[src/rtl/mhsa_mem_pkg.sv]
// Shared constants and state encoding for the key-weight memory fetch path.
package mhsa_mem_pkg;

  localparam int WIDTH       = 64;
  localparam int LENGTH      = 4096;
  localparam int WEIGHT_SIZE = 2048;
  localparam int CNT_W       = 16;

  typedef enum logic [1:0] {
    IDLE  = 2'd0,
    READ  = 2'd1,
    DRAIN = 2'd2
  } fetch_state_t;

endpackage

[src/rtl/wk_skid_fifo.sv]
// Two-entry FIFO that absorbs the one-cycle memory read latency.
// The controller never pushes into a full FIFO; a pop on an empty FIFO is ignored.
module wk_skid_fifo #(
  parameter int DW = 65
) (
  input  logic          clk,
  input  logic          clr,
  input  logic          push,
  input  logic [DW-1:0] push_data,
  input  logic          pop,
  output logic [DW-1:0] head_data,
  output logic [1:0]    count
);

  logic [DW-1:0] r_slot0;
  logic [DW-1:0] r_slot1;
  logic          r_rd_ptr;
  logic          r_wr_ptr;
  logic [1:0]    r_count;
  logic          w_pop;

  assign w_pop     = pop & (r_count != 2'd0);
  assign head_data = r_rd_ptr ? r_slot1 : r_slot0;
  assign count     = r_count;

  // Storage, pointers and occupancy; clear empties the FIFO and zeroes the slots.
  always_ff @(posedge clk or posedge clr) begin
    if (clr) begin
      r_slot0  <= '0;
      r_slot1  <= '0;
      r_rd_ptr <= 1'b0;
      r_wr_ptr <= 1'b0;
      r_count  <= 2'd0;
    end else begin
      if (push) begin
        if (r_wr_ptr) r_slot1 <= push_data;
        else          r_slot0 <= push_data;
        r_wr_ptr <= ~r_wr_ptr;
      end
      if (w_pop) r_rd_ptr <= ~r_rd_ptr;
      case ({push, w_pop})
        2'b10:   r_count <= r_count + 2'd1;
        2'b01:   r_count <= r_count - 2'd1;
        default: r_count <= r_count;
      endcase
    end
  end

endmodule

[src/rtl/wk_fetch_ctrl.sv]
// Key-weight memory sequencer: arbitrates the single memory port between the
// weight loader (writes, only while idle) and a burst reader that streams a
// contiguous word range to the K-projection datapath.
//
// Handshakes: a word moves on a stream when valid & ready are both high at a
// rising clock edge. valid never depends on ready; once raised, valid and its
// payload hold until the transfer happens. ld_ready is combinational (high in
// IDLE) so a loader write lands in the same cycle it is offered.
module wk_fetch_ctrl #(
  parameter int WIDTH = mhsa_mem_pkg::WIDTH,
  parameter int CNT_W = mhsa_mem_pkg::CNT_W
) (
  input  logic             clk,
  input  logic             rst,
  input  logic             start,
  input  logic [31:0]      base_addr,
  input  logic [CNT_W-1:0] num_words,
  output logic             busy,
  output logic             done,
  input  logic             ld_valid,
  output logic             ld_ready,
  input  logic [31:0]      ld_addr,
  input  logic [WIDTH-1:0] ld_data,
  output logic             out_valid,
  input  logic             out_ready,
  output logic [WIDTH-1:0] out_data,
  output logic             out_last,
  output logic             mem_write_en,
  output logic [31:0]      mem_addr,
  output logic [WIDTH-1:0] mem_data_in,
  input  logic [WIDTH-1:0] mem_data_out,
  output logic [1:0]       dbg_state
);

  import mhsa_mem_pkg::*;

  fetch_state_t     r_state;
  logic [31:0]      r_base;
  logic [CNT_W-1:0] r_num;
  logic [CNT_W-1:0] r_issued;
  logic             r_inflight;
  logic             r_inflight_last;
  logic             r_done;

  logic             w_ld_xfer;
  logic             w_pop;
  logic             w_issue;
  logic             w_issue_last;
  logic [2:0]       w_occ_after;
  logic             w_drain_empty;
  logic [31:0]      w_rd_addr;
  logic [1:0]       w_fifo_cnt;
  logic [WIDTH:0]   w_head;

  assign ld_ready  = (r_state == IDLE);
  assign w_ld_xfer = ld_valid & ld_ready;

  assign out_valid = (w_fifo_cnt != 2'd0);
  assign out_data  = out_valid ? w_head[WIDTH-1:0] : '0;
  assign out_last  = out_valid & w_head[WIDTH];
  assign w_pop     = out_valid & out_ready;

  // Words that will occupy the buffer once this cycle's pop and the in-flight
  // read are accounted for; a new read is only safe if that leaves a free slot.
  assign w_occ_after   = {1'b0, w_fifo_cnt} + {2'b00, r_inflight} - {2'b00, w_pop};
  assign w_issue       = (r_state == READ) && (r_issued < r_num) && (w_occ_after < 3'd2);
  assign w_issue_last  = ((r_issued + CNT_W'(1)) == r_num);
  assign w_rd_addr     = r_base + 32'(r_issued);
  assign w_drain_empty = !r_inflight && (w_occ_after == 3'd0);

  assign busy      = (r_state != IDLE);
  assign done      = r_done;
  assign dbg_state = r_state;

  // Memory port mux: loader write in IDLE, otherwise a read when one issues.
  always_comb begin
    mem_write_en = 1'b0;
    mem_addr     = '0;
    mem_data_in  = '0;
    if (w_ld_xfer) begin
      mem_write_en = 1'b1;
      mem_addr     = ld_addr;
      mem_data_in  = ld_data;
    end else if (w_issue) begin
      mem_addr = w_rd_addr;
    end
  end

  // Burst sequencer: latch the request, issue reads, then wait for the buffer to empty.
  always_ff @(posedge clk or posedge rst) begin
    if (rst) begin
      r_state         <= IDLE;
      r_base          <= '0;
      r_num           <= '0;
      r_issued        <= '0;
      r_inflight      <= 1'b0;
      r_inflight_last <= 1'b0;
      r_done          <= 1'b0;
    end else begin
      r_done          <= 1'b0;
      r_inflight      <= w_issue;
      r_inflight_last <= w_issue & w_issue_last;
      case (r_state)
        IDLE: begin
          if (start) begin
            r_base   <= base_addr;
            r_num    <= num_words;
            r_issued <= '0;
            r_state  <= READ;
          end
        end
        READ: begin
          if (w_issue) r_issued <= r_issued + CNT_W'(1);
          if ((r_issued >= r_num) || (w_issue && w_issue_last)) r_state <= DRAIN;
        end
        DRAIN: begin
          if (w_drain_empty) begin
            r_state <= IDLE;
            r_done  <= 1'b1;
          end
        end
        default: r_state <= IDLE;
      endcase
    end
  end

  wk_skid_fifo #(.DW(WIDTH + 1)) u_skid (
    .clk       (clk),
    .clr       (rst),
    .push      (r_inflight),
    .push_data ({r_inflight_last, mem_data_out}),
    .pop       (w_pop),
    .head_data (w_head),
    .count     (w_fifo_cnt)
  );

endmodule

[config.mk]
export PLATFORM = sky130hd
export DESIGN_NAME = wk_fetch_ctrl
export DESIGN_NICKNAME = d
export VERILOG_FILES = /design/src/rtl/mhsa_mem_pkg.sv /design/src/rtl/wk_skid_fifo.sv /design/src/rtl/wk_fetch_ctrl.sv
export SDC_FILE = /design/constraint.sdc
export NUM_CORES = 1
export LEC_CHECK = 0
export BUFFER_PORTS_ARGS = -buffer_cell sky130_fd_sc_hd__buf_2
export CORE_MARGIN = 5
export CORE_UTILIZATION = 52
export CTS_CLUSTER_DIAMETER = 80
export DETAILED_ROUTE_END_ITERATION = 12
export GPL_ROUTABILITY_DRIVEN = 0
export GPL_TIMING_DRIVEN = 0
export PLACE_DENSITY = 0.82
export REMOVE_ABC_BUFFERS = 1
export SLEW_MARGIN = 40
export SYNTH_ARGS = -nofsm -noshare
export SYNTH_HDL_FRONTEND = slang
export SYNTH_SLANG_ARGS = --single-unit
export TNS_END_PERCENT = 100
[constraint.sdc]
create_clock -name clk -period 7.15 [get_ports clk]
set_input_delay 1.0725 -clock clk [delete_from_list [all_inputs] [get_ports clk]]
set_output_delay 1.0725 -clock clk [all_outputs]
set_load 0.05 [all_outputs]
==> impl_metrics.json <==
{
  "ys_seq_elements": 203,
  "io_pins": 381,
  "utilization": 0.6690,
  "cts_setup_buffers": 0,
  "fmax_ghz": 0.1846,
  "clock-root-buffer": "clkbuf_16",
  "startpoint_type": "flip-flop",
  "path_buf_inv": 5,
  "async_flop_share": 1.000,
  "cp_slowest_cell": "nor2_4",
  "drt_iter0_drc": 666,
  "nets": 1698,
  "rsz0062_at_grt": "false",
  "io_buffers": 380,
  "post-route-drc-count": 0,
  "syn_inst": 1096,
  "wirelength_um": 32010,
  "die_x_um": 158.8,
  "worst_pin_slew_ns": 0.8440,
  "grt.busiest_layer": "met2",
  "die_area_um2": 25200,
  "met2_usage": 0.4004,
  "leakagePower_nw": 7.426,
  "syn_area_um2": 11510,
  "maxCapViolCount": 0,
  "hp-start": "r_inflight_last$_DFF_PP0_",
  "total_power_mw": 7.557,
  "firstDrtPassIters": 5,
  "hold_path.class": "flip-flop to flip-flop",
  "final_hold_viol_count": 0,
  "first_global_vias": 9987,
  "finClkSkew_ns": 0.01017,
  "drive_above_1_share": 0.4228,
  "reg2reg_from": "u_skid.count[1]$_DFFE_PP0P_",
  "cpLargestDelayFamily": "simple AND/OR/NAND/NOR gates",
  "cts.sinks": 203,
  "synth_cell_types": 64,
  "tritoncts": "yes",
  "synthFlopType": "dfrtp_1",
  "min_period_over_period": 0.7575,
  "grt_pass1_wl_um": 51230,
  "vias": 9755,
  "maxSlewHeadroom": 0.4373,
  "cp_max_fo": 41,
  "grt_use_met1": 0.3167,
  "ctsHoldBuffers": 0,
  "cts_buffers": 23,
  "cp_cell_sequence": "nor2_4, inv_1, and2_1, ha_1, inv_1, ha_1, inv_1, fa_1, xnor2_1, nand2_1, nor2_1, nand2_2, inv_4, a22o_1, buf_2",
  "antenna_found_initial": 1,
  "path_common_cell": "inv_1",
  "grt_max_degree": 66,
  "worst_setup_path_end_kind": "output pin",
  "clk_pin_slew_ns": 0.06,
  "irDropWorstVdd_mv": 0.3120,
  "status": "completed",
  "startpoint": "u_skid.count[1]$_DFFE_PP0P_",
  "grt.total_usage": 0.2395,
  "grt_remaining_overflow": 0,
  "seq_area_um2": 5084,
  "multi_input_area_um2": 6053,
  "wl_per_cell_um": 18.34,
  "synth_edf_count": 0,
  "ant_nets": 0,
  "fin_ws_ns": 1.734,
  "grt_util_met3": 0.05029,
  "fillerInstances": 1654,
  "yosys_warnings": 0,
  "vias_per_cell": 5.590,
  "syn_avg_cell_area_um2": 10.50,
  "die_height_um": 158.8,
  "slew_viol_final": 0,
  "start_util": 0.5273,
  "dp_hpwl_um": 23930,
  "period_needed_ns": 5.416,
  "crit_arrival_ns": 4.34,
  "critPathMaxStageDelay_ns": 0.49,
  "area_growth_pct": 26.88,
  "insertion_delay_ns": 0.50,
  "htree_levels": 1,
  "clk_path_buf_depth": 3,
  "powerDensity_nw_per_um2": 517.6,
  "finalSetupTns_ns": 0,
  "cts-resized-gates": 0,
  "worstSetupPathType": "flip-flop to output pin",
  "ys_seq_area_frac": 0.4414,
  "required_ns": 6.08,
  "place_area_um2": 13840,
  "setup_violations": 0,
  "final_cell_area_um2": 14600,
  "place_ws_ns": 2.186,
  "num_rows": 54,
  "core-area_um2": 21820
}
[where the power goes]
part           leakage [nW]  total (mW)  switching, mW  internal [mW]
logic                  4.59        4.31           2.84           1.46
registers              2.46        2.07          0.386           1.69
clock network         0.376        1.17          0.464          0.710
[registers in the layout (all words and copies together) (netlist names)]
register / count
dbg_state: 2
done: 1
r_base: 32
r_inflight: 1
r_inflight_last: 1
r_issued: 16
r_num: 16
u_skid.count: 2
u_skid.r_rd_ptr: 1
u_skid.r_slot0: 65
u_skid.r_slot1: 65
u_skid.r_wr_ptr: 1
[path summary, 6_finish.rpt]
| kind | cells past startpoint | to | slack (ns) |
|---|---|---|---|
| min | 1 | u_skid.r_slot0[64]$_DFFE_PP0P_ | 0.50 |
| min in group asynchronous | 2 | u_skid.r_slot1[4]$_DFFE_PP0P_ | 0.53 |
| max reg2reg | 16 | r_issued[14]$_DFFE_PP0P_ | 2.87 |
| max in group asynchronous | 5 | u_skid.r_rd_ptr$_DFFE_PP0P_ | 5.38 |
| max | 15 | mem_addr[15] | 1.73 |
| min reg2reg | 1 | u_skid.r_slot0[64]$_DFFE_PP0P_ | 0.50 |
[per-stage QoR]
| stage | cells | hold WS [ns] |
|---|---|---|
| after floorplan | 1028 | 0.4613 |
| after global placement | 1688 | 0.4787 |
| after detailed placement | 1702 | 0.4919 |
| after CTS | 1744 | 0.5051 |
| after global routing | 1745 | 0.5097 |
| final | 1745 | 0.5002 |
[cell families (layout without fill, tap and decap cells)]
family,after synthesis,count (layout),synth area share
buffers and inverters,100,468,0.03566
XOR/XNOR,55,55,0.04186
adder cells (fa/ha/maj),38,38,0.04262
flip-flops,203,203,0.4414
AO/OA/AOI/OAI,169,169,0.09253
other,0,1,0
multiplexers,227,227,0.2150
AND/OR/NAND/NOR,304,304,0.1309
[layout make-up]
| cell class | count | area share |
|---|---|---|
| multi-input combinational | 793 | 0.4146 |
| clock inverter | 9 | 0.007284 |
| antenna | 1 | 0.0001714 |
| inverter | 32 | 0.008998 |
| tap | 280 | 0.02400 |
| clock buffer | 33 | 0.04473 |
| sequential | 203 | 0.3482 |
| timing repair buffer | 394 | 0.1520 |
[per-layer routing]
layer / wire length, um / part of all wire
met1: 13660 / 0.43
met2: 15210 / 0.48
met3: 2277 / 0.071
met4: 861 / 0.027
met5: 0 / 0
[cell usage in the layout (no fill, tap or decap), drive strengths merged, types with 9 or more instances in the layout]
cell,count
nand3,14
mux2,161
nand2,80
clkbuf,33
ha,36
buf,394
a21oi,25
o21ai,81
mux2i,66
a21o,9
nor2,93
dfrtp,203
and3,70
inv,33
xnor2,38
nand4,10
xor2,17
[synth_stat cells, drive strengths merged (2+ instances only)]
library cell | instances | area (um^2)
a211o | 5 | 43.79
a211oi | 7 | 57.55
a21boi | 4 | 30.03
a21o | 9 | 67.56
a21oi | 25 | 125.1
a22o | 3 | 26.28
a31oi | 7 | 43.79
and2 | 8 | 50.05
and3 | 70 | 437.9
and4 | 3 | 26.28
buf | 18 | 98.84
clkbuf | 50 | 187.7
dfrtp | 203 | 5080
fa | 2 | 40.04
ha | 36 | 450.4
inv | 31 | 118.9
mux2 | 161 | 1813
mux2i | 66 | 660.6
nand2 | 80 | 300.3
nand2b | 2 | 12.51
nand3 | 14 | 75.07
nand4 | 10 | 68.81
nand4b | 2 | 17.52
nor2 | 93 | 351.6
nor3 | 6 | 30.03
nor4 | 5 | 50.05
o211ai | 5 | 42.54
o21a | 2 | 15.01
o21ai | 81 | 405.4
o21bai | 3 | 22.52
o31ai | 7 | 62.56
o41ai | 4 | 35.03
or2b | 2 | 15.01
or3 | 2 | 17.52
or3b | 2 | 17.52
xnor2 | 38 | 332.8
xor2 | 17 | 148.9
No activity file was read; power rests on OpenSTA's default activity.
